**src/rtl/afpm_io_sequencer.sv**
```systemverilog
// Byte-serial front end for the 16-bit logarithmic FP multiplier: gathers two
// operands low byte first, launches the core with a timeout, and streams the product back.
module afpm_io_sequencer #(
    parameter int unsigned TIMEOUT_CYCLES = 15,
    parameter logic [15:0] NAN_VALUE      = 16'h7E00
) (
    input  logic        clk,
    input  logic        rst_n,
    input  logic        ena,
    input  logic        in_valid,
    input  logic [7:0]  byte_a,
    input  logic [7:0]  byte_b,
    output logic        in_ready,
    output logic [15:0] mul_a,
    output logic [15:0] mul_b,
    output logic        mul_start,
    input  logic        mul_done,
    input  logic [15:0] mul_result,
    output logic        out_valid,
    output logic [7:0]  out_byte,
    output logic        busy,
    output logic        timeout_err
);

    localparam int CNT_W = (TIMEOUT_CYCLES > 1) ? $clog2(TIMEOUT_CYCLES) : 1;
    localparam logic [CNT_W-1:0] CNT_LAST = CNT_W'(TIMEOUT_CYCLES - 1);

    typedef enum logic [2:0] {
        ST_LOAD_LO,
        ST_LOAD_HI,
        ST_LAUNCH,
        ST_WAIT,
        ST_OUT_LO,
        ST_OUT_HI
    } state_t;

    state_t           state;
    state_t           next_state;
    logic [CNT_W-1:0] cnt;
    logic [CNT_W-1:0] next_cnt;
    logic [15:0]      result;
    logic [15:0]      next_result;
    logic             capture_lo;
    logic             capture_hi;
    logic             set_err;

    assign in_ready = (state == ST_LOAD_LO) || (state == ST_LOAD_HI);
    assign busy     = (state != ST_LOAD_LO);

    // Pulse states only advance once their registered pulse has actually been
    // shown with ena high; a pulse cleared by ena=0 keeps the state so it is re-issued.
    always_comb begin
        next_state  = state;
        next_cnt    = cnt;
        next_result = result;
        capture_lo  = 1'b0;
        capture_hi  = 1'b0;
        set_err     = 1'b0;
        case (state)
            ST_LOAD_LO: begin
                if (in_valid) begin
                    capture_lo = 1'b1;
                    next_state = ST_LOAD_HI;
                end
            end
            ST_LOAD_HI: begin
                if (in_valid) begin
                    capture_hi = 1'b1;
                    next_state = ST_LAUNCH;
                end
            end
            ST_LAUNCH: begin
                if (mul_start) begin
                    next_cnt   = '0;
                    next_state = ST_WAIT;
                end
            end
            ST_WAIT: begin
                if (mul_done) begin
                    next_result = mul_result;
                    next_state  = ST_OUT_LO;
                end else if (cnt == CNT_LAST) begin
                    next_result = NAN_VALUE;
                    set_err     = 1'b1;
                    next_state  = ST_OUT_LO;
                end else begin
                    next_cnt = cnt + CNT_W'(1);
                end
            end
            ST_OUT_LO: begin
                if (out_valid) next_state = ST_OUT_HI;
            end
            ST_OUT_HI: begin
                if (out_valid) next_state = ST_LOAD_LO;
            end
            default: next_state = ST_LOAD_LO;
        endcase
    end

    // Output pulses are registered from the state being entered, so they line up with it.
    always_ff @(posedge clk) begin
        if (!rst_n) begin
            state       <= ST_LOAD_LO;
            cnt         <= '0;
            result      <= '0;
            mul_a       <= '0;
            mul_b       <= '0;
            out_byte    <= '0;
            mul_start   <= 1'b0;
            out_valid   <= 1'b0;
            timeout_err <= 1'b0;
        end else if (!ena) begin
            mul_start <= 1'b0;
            out_valid <= 1'b0;
        end else begin
            state  <= next_state;
            cnt    <= next_cnt;
            result <= next_result;
            if (capture_lo) begin
                mul_a[7:0] <= byte_a;
                mul_b[7:0] <= byte_b;
            end
            if (capture_hi) begin
                mul_a[15:8] <= byte_a;
                mul_b[15:8] <= byte_b;
            end
            if (set_err) timeout_err <= 1'b1;
            mul_start <= (next_state == ST_LAUNCH);
            out_valid <= (next_state == ST_OUT_LO) || (next_state == ST_OUT_HI);
            if (next_state == ST_OUT_LO)
                out_byte <= next_result[7:0];
            else if (next_state == ST_OUT_HI)
                out_byte <= next_result[15:8];
        end
    end

endmodule

```
**config.mk**
```make
export PLATFORM = sky130hd
export DESIGN_NAME = afpm_io_sequencer
export DESIGN_NICKNAME = d
export VERILOG_FILES = /design/src/rtl/afpm_io_sequencer.sv
export SDC_FILE = /design/constraint.sdc
export NUM_CORES = 1
export LEC_CHECK = 0
export ABC_AREA = 1
export BUFFER_PORTS_ARGS = -buffer_cell sky130_fd_sc_hd__buf_2
export CORE_ASPECT_RATIO = 1.75
export CORE_UTILIZATION = 40
export CTS_CLUSTER_DIAMETER = 120
export CTS_CLUSTER_SIZE = 8
export DETAILED_ROUTE_END_ITERATION = 8
export MAX_ROUTING_LAYER = met4
export SLEW_MARGIN = 20
export SYNTH_ARGS = -nofsm -noshare
export SYNTH_HDL_FRONTEND = slang
export SYNTH_SLANG_ARGS = --single-unit
```
**constraint.sdc**
```tcl
create_clock -name clk -period 2 [get_ports clk]
set_input_delay 0.4 -clock clk [delete_from_list [all_inputs] [get_ports clk]]
set_output_delay 0.4 -clock clk [all_outputs]
set_load 0.02 [all_outputs]
```
# --- After elaboration in Yosys (flattened, before gate mapping) ---
# Index checks and enable logic that the tools add are counted.
word_totals:
  ff_bits: 66
  in_bits: 37
  out_inout_bits: 45
op_classes:
  n_addsub: 1
  eq_ne: 12
  n_mux: 23
  reduce_logical: 12
op_table:
  columns: ["cell", "n"]
  rows:
  - ["two-way mux 16 bit", 3]
  - ["two-way mux 3 bit", 7]
  - ["case mux 3 bit (6 select lines)", 1]
  - ["two-way mux 8 bit", 2]
  - ["== test 3 bit, second input constant", 4]
  - ["two-way mux 4 bit", 3]
  - ["AND reduction 2 bit", 5]
  - ["== test 3 x 2 -> 1 bit, second input constant", 3]
  - ["case mux 4 bit (2 select lines)", 1]
  - ["two-way mux 1 bit", 6]
  - ["inequality test 2 bit, second input constant", 3]
  - ["AND reduction 5 bit", 1]
  - ["adder 4 x 1 -> 4 bit, second input constant", 1]
  - ["== test 4 bit, second input constant", 1]
  - ["nonzero test 2 bit", 2]
  - ["== test 3 x 1 -> 1 bit, second input constant", 1]
  - ["zero test 3 bit", 1]
  - ["nonzero test 3 bit", 1]
  - ["logical OR 1 bit", 2]

# --- Depth between registers and ports, before layout ---
# Gate-level depths: netlist of the first run.
logic_depth:
  word_depth: 7
  ltp_mapped: 13
  mapped_depth_nobuf: 12

# --- Worst setup path before layout of the first run ---
# No wires, ideal clock.
synth_path:
  kind: "register to register"
  startpoint: "register cnt[0]"
  endpoint: "register out_byte[7]"
  arrival_time_ps: 1510
  t_required_ps: 1891
  slack_ps: 381
  path_stages_with_launch: 14
  synth_period_minus_slack_ps: 1619
  path_cell_list: "dfxtp_1 inv_1 ha_1 nand3_1 nand2_1 nand2_4 nand3_4 nand2_4 inv_4 buf_6 nor2_1 nor2_2 nand2_1 inv_1"
synth_between:
  elab_chain_cells: 7
synth_rtl:
  columns: ["element", "line", "text"]
  rows:
  - ["from (decl)", "39", "logic [CNT_W-1:0] cnt;"]
  - ["from (signal assigned)", "117", "cnt <= next_cnt;"]
  - ["== test 4 bit *", "82", "end else if (cnt == CNT_LAST) begin"]
  - ["two-way mux 3 bit", "82", null]
  - ["two-way mux 3 bit", "79", "if (mul_done) begin"]
  - ["case mux 3 bit (6 select lines)", "59", "case (state)"]
  - ["== test 3 bit, on equally long branches", "130, 132", null]
  - ["nonzero test 2 bit (no line)", null, null]
  - ["AND reduction 2 bit (no line)", null, null]
  - ["to (signal assigned)", "131", "out_byte <= next_result[7:0];"]
  - ["to (signal assigned)", "133", "out_byte <= next_result[15:8];"]
  - ["to (decl)", "20", "output logic [7:0] out_byte,"]
# Every way passes the cells marked *; elsewhere a longest branch is shown, timed or not. The select of a mux whose other input is x is not followed.
# A chain may end at the register's enable or synchronous reset.

# --- Worst setup path after layout of the first run ---
# Same ends and word-level chain as after synthesis.

==> results of run 1 <==
power by group:
| group | internal [mW] | switching, mW |
|---|---|---|
| logic | 0.136 | 0.239 |
| registers | 1.38 | 0.0306 |
| clock network | 0.866 | 0.536 |
cells in the mapped netlist (all sizes together) (5+ instances only):
cell    number  share of area (%)
buf          5                1.3
clkbuf      15                1.9
nand2       63                8.6
dfxtp       66                 44
o211ai       5                1.3
nand3       19                4.0
nand4       10                2.1
nor2        52                7.7
inv         67                8.6
o21ai       53                8.9
a21oi       44                7.4
worst max-delay path, cell delays in order (launching register included):
cell	delay, ns
sky130_fd_sc_hd__dfxtp_1	0.36
sky130_fd_sc_hd__inv_1	0.09
sky130_fd_sc_hd__ha_1	0.20
sky130_fd_sc_hd__nand3_1	0.12
sky130_fd_sc_hd__nand2_1	0.10
sky130_fd_sc_hd__nand2_4	0.16
sky130_fd_sc_hd__nand3_4	0.18
sky130_fd_sc_hd__nand2_4	0.13
sky130_fd_sc_hd__inv_4	0.08
sky130_fd_sc_hd__nor2_1	0.12
sky130_fd_sc_hd__nor2_2	0.04
sky130_fd_sc_hd__nand2_1	0.07
sky130_fd_sc_hd__inv_1	0.04
final timing paths:
check,from,end,slack (ns),cells past startpoint
setup / recovery,cnt[0],out_byte[7],0.21,12
hold / removal,byte_b[2],mul_b[2],0.37,3
setup reg to reg,cnt[0],out_byte[7],0.21,12
hold reg to reg,mul_a[15],mul_a[15],0.44,2
metrics by stage:
stage / power [mW] / cell area [um^2]
floorplan: 1.67 / 2970
global placement: 1.79 / 3440
detailed placement: 1.80 / 3440
CTS: 3.21 / 3710
global route: 3.33 / 3730
finish: 3.18 / 3730
layer usage:
layer | track usage [%] | routed length (um) | part of all wire, % | vias to the layer above
met5 | - | 0 | 0 | -
met1 | 21.1 | 3110 | 41 | 1287
met2 | 36.3 | 3770 | 50 | 86
li1 | - | - | - | 1497
met4 | 9.79 | 193 | 2.6 | 0
met3 | 6.10 | 422 | 5.6 | 15
kinds of logic after synthesis:
group                    synth area share [%]
AND/OR/NAND/NOR                          23.2
AO/OA/AOI/OAI                            19.0
buffers and inverters                    11.9
flip-flops                               44.5
XOR/XNOR                                0.590
adder cells (fa/ha/maj)                 0.842
repair_timing:
item / in CTS / in global routing
hold buffers: 0 / 0
setup buffers: 0 / 3
setup endpoints to repair: 0 / 2
state kept, by name, summed over array words and instances, names as in the netlist:
register,cells
result,16
state,3
out_valid,1
mul_b,16
mul_a,16
out_byte,8
timeout_err,1
mul_start,1
cnt,4
final cells by class:
type | instances | share of cell area [%]
Clock buffer | 13 | 6.71
Clock inverter | 3 | 0.403
Inverter | 68 | 6.91
Multi-Input combinational cell | 259 | 34.8
Sequential cell | 66 | 35.4
Tap cell | 86 | 2.89
Timing Repair Buffer | 91 | 12.9
==> qor.yml, run 1 <==
mappedNetlistNets: 452
finalCriticalPeriod_ns: 1.79
setup_repair_after_global_routing_missed_its_margin: "no"
nNetsFinal: 534
most_common_cell_after_layout_fill_and_taps_aside: "sky130_fd_sc_hd__buf_2"
timing.final.ws_setup_ns: 0.206
postSynth.asyncResetShare_pct: 0
dp_hpwl_um: 5320
viasPerCell: 4.92
yosys.cell_types.count: 32
clock-root-buffer: "sky130_fd_sc_hd__clkbuf_16"
num_rows: 41
crit_path_end_kind: "flip-flop"
via_count_of_the_routed_design: 2885
syn_to_final_growth_pct: 25.5
mostFrequentLayoutCells: "81 x sky130_fd_sc_hd__buf_2, 66 x sky130_fd_sc_hd__dfxtp_1, 63 x sky130_fd_sc_hd__inv_1, 60 x sky130_fd_sc_hd__nand2_1, 53 x sky130_fd_sc_hd__o21ai_0"
hold_path.class: "input port to flip-flop"
synth.yosys.warnings: 0
crit_arrival_ns: 2.02
antenna_found_initial: 0
detailedRoute.firstPassIterationCount: 4
cts_htree_levels: 3
routabilityCongestion: 0.839
ys_ff_latch: 66
drc_errors: 0
first_global_vias: 2618
final_min_period_over_clock_period_pct: 89.7
die_height_um: 116
antenna-diode-count: 0
globalRouteTotalUtil_pct: 21.0
synth.avg_cell_area_um2: 7.19
clockBufferDepth: 2
max_slew.worst_pin.slew_ns: 0.889
top_level_ports: 82
criticalPathCategory: "flip-flop to flip-flop"
initial_utilization_pct: 41.4
worst_ep_required_time_ns: 2.23
drive_above_1_share_pct: 23.4
input_output_buffers: 81
die_area_um2: 7790
timing.critical_path.fanout_max: 16
synth_edf_count: 0
multiInputGateArea_um2: 1300
resized_cells_post_cts: 0
maximum_number_of_pins_on_one_net_before_global_route_repair: 33
outcome: "complete, no violations"
place.detailed.instances: 567
wire_per_inst_um: 12.8
max-slew-margin-rel_pct: 40.8
worstSkewPairLatency_ns: 0.33
cts_tree: "yes"
grt_overflow_total: 0
power_per_cell_area_nw_per_um2: 854
startpoint_type: "flip-flop"
slew_violations: 0
antenna_violating_nets_post_route: 0
path_clk_slew_ns: 0.05
register_area_um2: 1320
wirelength_um: 7500
std_cell_core_area_um2: 7180
finalHoldViolCount: 0
dpl_worst_slack_ns: 0.205
timing.final.setup_violations: 0
synth_cells: 413
fmax_ghz: 0.557
postSynth.topFlopCell: "sky130_fd_sc_hd__dfxtp_1"
seq_total_area_yosys_pct: 44.5
drt_first_iter_violations: 185
peakVddDrop_v: 0.000384
grt_pass1_wl_um: 11800
layout_utilization_pct: 51.9
final.setup.tns_ns: 0
leakagePower_nw: 1.84
timing.max_cap.violations: 0
timing.clock.skew_ns: 0.00419
final_non_filler_cell_total: 586
die_width_um: 67.1
clock_sink_count: 66
final.fill_count: 754
numCtsBuffers: 9
whs_ns: 0.368
synthesis.area_um2: 2970
No activity file was read; power rests on OpenSTA's default activity.
==> inputs of run 2 (changes only) <==
- ABC_AREA: 1 -> default
- CORE_ASPECT_RATIO: 1.75 -> 1.25
==> run 2 against run 1 <==
Clock power down 30%. Clock skew up 0.0075 ns. Sequential share of layout area up 2.1 points. Maximum frequency down 3.1%.
==> qor.yml, run 2 <==
worst_ep_required_time_ns: 2.27
drc_errors: 0
dp_hpwl_um: 5090
most_common_cell_after_layout_fill_and_taps_aside: "sky130_fd_sc_hd__buf_2"
initial_utilization_pct: 41.9
detailedRoute.firstPassIterationCount: 5
die_area_um2: 7300
synthTopCellsByCount: "76 x sky130_fd_sc_hd__nand2_1, 66 x sky130_fd_sc_hd__dfxtp_1, 41 x sky130_fd_sc_hd__a21oi_1, 35 x sky130_fd_sc_hd__nor2_1, 11 x sky130_fd_sc_hd__clkbuf_1"
postSynth.asyncResetShare_pct: 0
dpl_worst_slack_ns: 0.174
clock_sink_count: 66
antenna_violating_nets_post_route: 0
synthTopCellsByArea: "sky130_fd_sc_hd__dfxtp_1 47%, sky130_fd_sc_hd__nand2_1 10%, sky130_fd_sc_hd__a21oi_1 7.4%, sky130_fd_sc_hd__nor2_1 4.7%, sky130_fd_sc_hd__a22oi_1 2.7%"
hold_start: "mul_result[3]"
outcome: "complete, no violations"
top_regs: "mul_a: 16 flops, mul_b: 16 flops, result: 16 flops"
via_count_of_the_routed_design: 2630
total_power_mw: 2.64
slew_violations: 0
synth.yosys.warnings: 0
endpoint_of_the_worst_slack_reg_to_reg_timing_path: "result[5]"
worst_hold_path.endpoint: "result[3]"
timing.final.setup_violations: 0
finalCriticalPeriod_ns: 1.85
synth.avg_cell_area_um2: 8.23
criticalPathCategory: "flip-flop to flip-flop"
yosys.cell_types.count: 40
ys_ff_latch: 66
hold_path.class: "input port to flip-flop"
crit_path_end_kind: "flip-flop"
grt_overflow_total: 0
input_output_buffers: 81
peakVddDrop_v: 0.000397
seq_total_area_yosys_pct: 47.5
yosysMostFrequentCell: "sky130_fd_sc_hd__nand2_1"
crit_arrival_ns: 2.13
mostFrequentLayoutCells: "81 x sky130_fd_sc_hd__buf_2, 76 x sky130_fd_sc_hd__nand2_1, 66 x sky130_fd_sc_hd__dfxtp_1, 41 x sky130_fd_sc_hd__a21oi_1, 35 x sky130_fd_sc_hd__nor2_1"
final_min_period_over_clock_period_pct: 92.6
antenna-diode-count: 0
syn_to_final_growth_pct: 26.4
numCtsBuffers: 9
clockBufferDepth: 2
num_rows: 33
timing.critical_path.fanout_max: 8
postSynth.topFlopCell: "sky130_fd_sc_hd__dfxtp_1"
die_height_um: 95.3
worstSkewPairLatency_ns: 0.33
routabilityCongestion: 0.857
wirelength_um: 6980
rrSetupSlack_ns: 0.15
resized_cells_post_cts: 0
power_per_cell_area_nw_per_um2: 750
drive_above_1_share_pct: 28.2
netlist.top_cell.by_area: "sky130_fd_sc_hd__dfxtp_1"
path_clk_slew_ns: 0.08
viasPerCell: 5.07
fmax_ghz: 0.540
leakagePower_nw: 1.54
timing.max_cap.violations: 0
cts_htree_levels: 3
clock-root-buffer: "sky130_fd_sc_hd__clkbuf_8"
synth_edf_count: 0
maximum_number_of_pins_on_one_net_before_global_route_repair: 43
max_slew.worst_pin.slew_ns: 0.591
std_cell_core_area_um2: 6650
finalHoldViolCount: 0
yosysTopAreaCellShare_pct: 47.5
mappedNetlistNets: 377
top_level_ports: 82
min_path_cells: 3
grt_pass1_wl_um: 11600
r2r.worst_path.cells: 5
startpoint_type: "flip-flop"
cts_tree: "yes"
globalRouteTotalUtil_pct: 20.9
r2r-start: "state[2]"
antenna_found_initial: 0
die_width_um: 76.6
timing.clock.skew_ns: 0.0117
timing.final.ws_setup_ns: 0.149
final.setup.tns_ns: 0
nNetsFinal: 466
wire_per_inst_um: 13.4
synth_cells: 338
first_global_vias: 2492
drt_first_iter_violations: 82
max-slew-margin-rel_pct: 60.4
synthesis.area_um2: 2780
run 2: final cells by class:
cell class	count	area [um^2]
Inverter	8	30.0
Multi-Input combinational cell	243	1330
Timing Repair Buffer	99	553
Clock buffer	10	138
Sequential cell	66	1320
Tap cell	87	109
Clock inverter	6	32.5
Fill cell	653	3130
run 2: repair_timing:
action | in CTS | in global routing
hold buffers | 0 | 0
setup endpoints to repair | 0 | 2
endpoints found under the hold margin | 0 | 0
buffers inserted | 0 | 1
run 2: cells by family (layout without fill, tap and decap cells):
logic type      Yosys count  after routing  share of synthesized area (%)
fa+ha+maj                 2              2                          0.899
buf+inv                  29            123                           4.59
xor+xnor                  3              3                          0.944
flops                    66             66                           47.5
simple gates            141            141                           22.0
compound gates           87             87                           20.3
mux                      10             10                           3.78
run 2: where the power goes:
group / internal (mW) / switching [mW] / leakage [nW] / total (mW)
combinational: 0.116 / 0.185 / 0.911 / 0.301
sequential: 1.34 / 0.0147 / 0.534 / 1.36
clock: 0.472 / 0.505 / 0.0916 / 0.977
run 2: how the worst max path moves through the flow:
stage | startpoint | to | slack, ns
final | state[2] | result[5] | 0.15
after global routing | state[2] | out_byte[1] | -0.006
after CTS | cnt[0] | out_byte[7] | 0.13
after detailed placement | state[2] | result[8] | 0.17
after global placement | state[2] | result[8] | 0.17
after floorplan | cnt[0] | out_byte[1] | 0.25
run 2: per-layer routing:
layer	wire length [um]	share of wire (%)	global-route usage (%)	vias to the layer above
met5	0	0	-	-
met4	72	1.0	8.17	0
met3	359	5.1	4.11	9
met2	3340	48	35.6	83
met1	3200	46	24.4	1192
li1	-	-	-	1346
run 2: worst max-delay path, cell delays in order (launching register included):
cell and delay, ns:
sky130_fd_sc_hd__dfxtp_1 0.37, sky130_fd_sc_hd__and3b_1 0.39, sky130_fd_sc_hd__nand2_1 0.25, sky130_fd_sc_hd__nor2_1 0.52
sky130_fd_sc_hd__a22oi_1 0.13, sky130_fd_sc_hd__nor2_1 0.12
run 2: per-stage QoR:
step,instance area (um^2),std cells,utilization (%),hold WS (ns)
2_1_floorplan,2780,338,-,0.461
6_report,3520,519,52.9,0.311
3_5_place_dp,3340,502,50.2,0.445
3_3_place_gp,3340,502,50.2,0.439
4_1_cts,3510,518,52.8,0.299
5_1_grt,3520,519,52.9,0.306
==> inputs of run 3 (changes only) <==
- BUFFER_PORTS_ARGS: -buffer_cell sky130_fd_sc_hd__buf_2 -> -buffer_cell sky130_fd_sc_hd__buf_4
- CORE_UTILIZATION: 40 -> 45
- PLACE_DENSITY: default -> 0.71
==> run 3 against run 2 <==
Maximum frequency shrank 1.4%. Global-route usage is 1.8 points higher. Flip-flop and latch count unchanged.
==> qor.yml, run 3 (synthesis results as in run 2) <==
top_level_ports: 82
drt_first_iter_violations: 125
layout_utilization_pct: 62.9
initial_utilization_pct: 47.2
wire_per_inst_um: 13.9
routabilityCongestion: 0.921
detailed_place.area_um2: 3510
via_count_of_the_routed_design: 2684
die_height_um: 89.9
die_area_um2: 6500
grt_overflow_total: 0
detailedRoute.firstPassIterationCount: 4
criticalPathCategory: "flip-flop to flip-flop"
timing.final.setup_violations: 0
viasPerCell: 5.27
peakVddDrop_v: 0.000473
crit_arrival_ns: 2.12
leakagePower_nw: 1.55
nNetsFinal: 461
worst_ep_required_time_ns: 2.24
finalHoldViolCount: 0
final_min_period_over_clock_period_pct: 93.9
antenna-diode-count: 0
postCtsSetupRepairBufs: 0
timing.max_cap.violations: 0
finalCriticalPeriod_ns: 1.88
first_global_vias: 2393
clock_sink_count: 66
hold_path.class: "input port to flip-flop"
clock-root-buffer: "sky130_fd_sc_hd__clkbuf_8"
grt_pass1_wl_um: 11200
globalRouteTotalUtil_pct: 22.7
cts_tree: "yes"
startpoint_type: "flip-flop"
dp_hpwl_um: 5010
worstSkewPairLatency_ns: 0.34
top_regs: "mul_a: 16 flops, mul_b: 16 flops, result: 16 flops"
max_slew.worst_pin.slew_ns: 0.409
timing.clock.skew_ns: 0.00796
postCtsHoldBufs: 0
clockBufferDepth: 2
fmax_ghz: 0.532
timing.critical_path.fanout_max: 8
syn_to_final_growth_pct: 33.3
place.detailed.instances: 493
path_clk_slew_ns: 0.07
die_width_um: 72.3
wirelength_um: 7080
std_cell_core_area_um2: 5900
most_common_cell_after_layout_fill_and_taps_aside: "sky130_fd_sc_hd__buf_4"
max-slew-margin-rel_pct: 72.7
power_per_cell_area_nw_per_um2: 739
drc_errors: 0
mostFrequentLayoutCells: "92 x sky130_fd_sc_hd__buf_4, 76 x sky130_fd_sc_hd__nand2_1, 66 x sky130_fd_sc_hd__dfxtp_1, 41 x sky130_fd_sc_hd__a21oi_1, 34 x sky130_fd_sc_hd__nor2_1"
crit_path_end_kind: "flip-flop"
numCtsBuffers: 9
antenna_found_initial: 0
whs_ns: 0.302
input_output_buffers: 81
antenna_violating_nets_post_route: 0
maximum_number_of_pins_on_one_net_before_global_route_repair: 37
finalInstanceArea_um2: 3710
drive_above_1_share_pct: 27.9
final_non_filler_cell_total: 509
cts_htree_levels: 3
slew_violations: 0
num_rows: 31
outcome: "complete, no violations"
==> run 3: area by class of cell <==
type                       count  area [um^2]
fill                         547         2190
multi-input combinational    243         1340
sequential                    66         1320
timing repair buffer          94          722
clock buffer                  12          165
tap                           82          103
inverter                       8         30.0
clock inverter                 4         25.0
==> run 3: path summary, 6_finish.rpt <==
check	startpoint	endpoint	slack, ns	cells past startpoint
worst max register to register	cnt[0]	out_byte[4]	0.12	8
worst max-delay path	cnt[0]	out_byte[4]	0.12	8
worst min-delay path	mul_result[3]	result[3]	0.30	3
worst min register to register	mul_b[2]	mul_b[2]	0.46	2
==> run 3: critical path, cell delays in order, from the launching register on <==
cell                       delay (ns)
sky130_fd_sc_hd__dfxtp_1         0.34
sky130_fd_sc_hd__inv_1           0.08
sky130_fd_sc_hd__ha_1            0.18
sky130_fd_sc_hd__a31o_2          0.20
sky130_fd_sc_hd__nand2_2         0.14
sky130_fd_sc_hd__a221oi_4        0.35
sky130_fd_sc_hd__buf_6           0.17
sky130_fd_sc_hd__nor2_1          0.06
sky130_fd_sc_hd__o32ai_1         0.26
==> run 3: power breakdown <==
part	switching, mW	total [mW]	internal [mW]
registers	0.0164	1.36	1.35
clock network	0.501	1.05	0.547
logic	0.186	0.330	0.145
==> run 3: timing repair <==
item | 4_1_cts | 5_1_grt
endpoints found under the hold margin | 0 | 0
gates resized for setup | 0 | 3
endpoints found under the setup margin | 0 | 9
==> run 3: through the flow <==
stage	setup TNS [ns]	total power, mW	setup slack [ns]
CTS	0	2.77	0.121
global route	-0.00670	2.85	-0.00670
detailed placement	0	1.72	0.137
floorplan	0	1.57	0.252
finish	0	2.74	0.122
global placement	0	1.72	0.189
==> run 3: metal layers <==
layer | up-vias | GRT usage (%) | share of wire (%)
met1 | 1230 | 25.8 | 41
met3 | 9 | 4.71 | 8.1
met2 | 103 | 38.5 | 50
met5 | - | - | 0
met4 | 0 | 8.82 | 0.88
li1 | 1342 | - | -
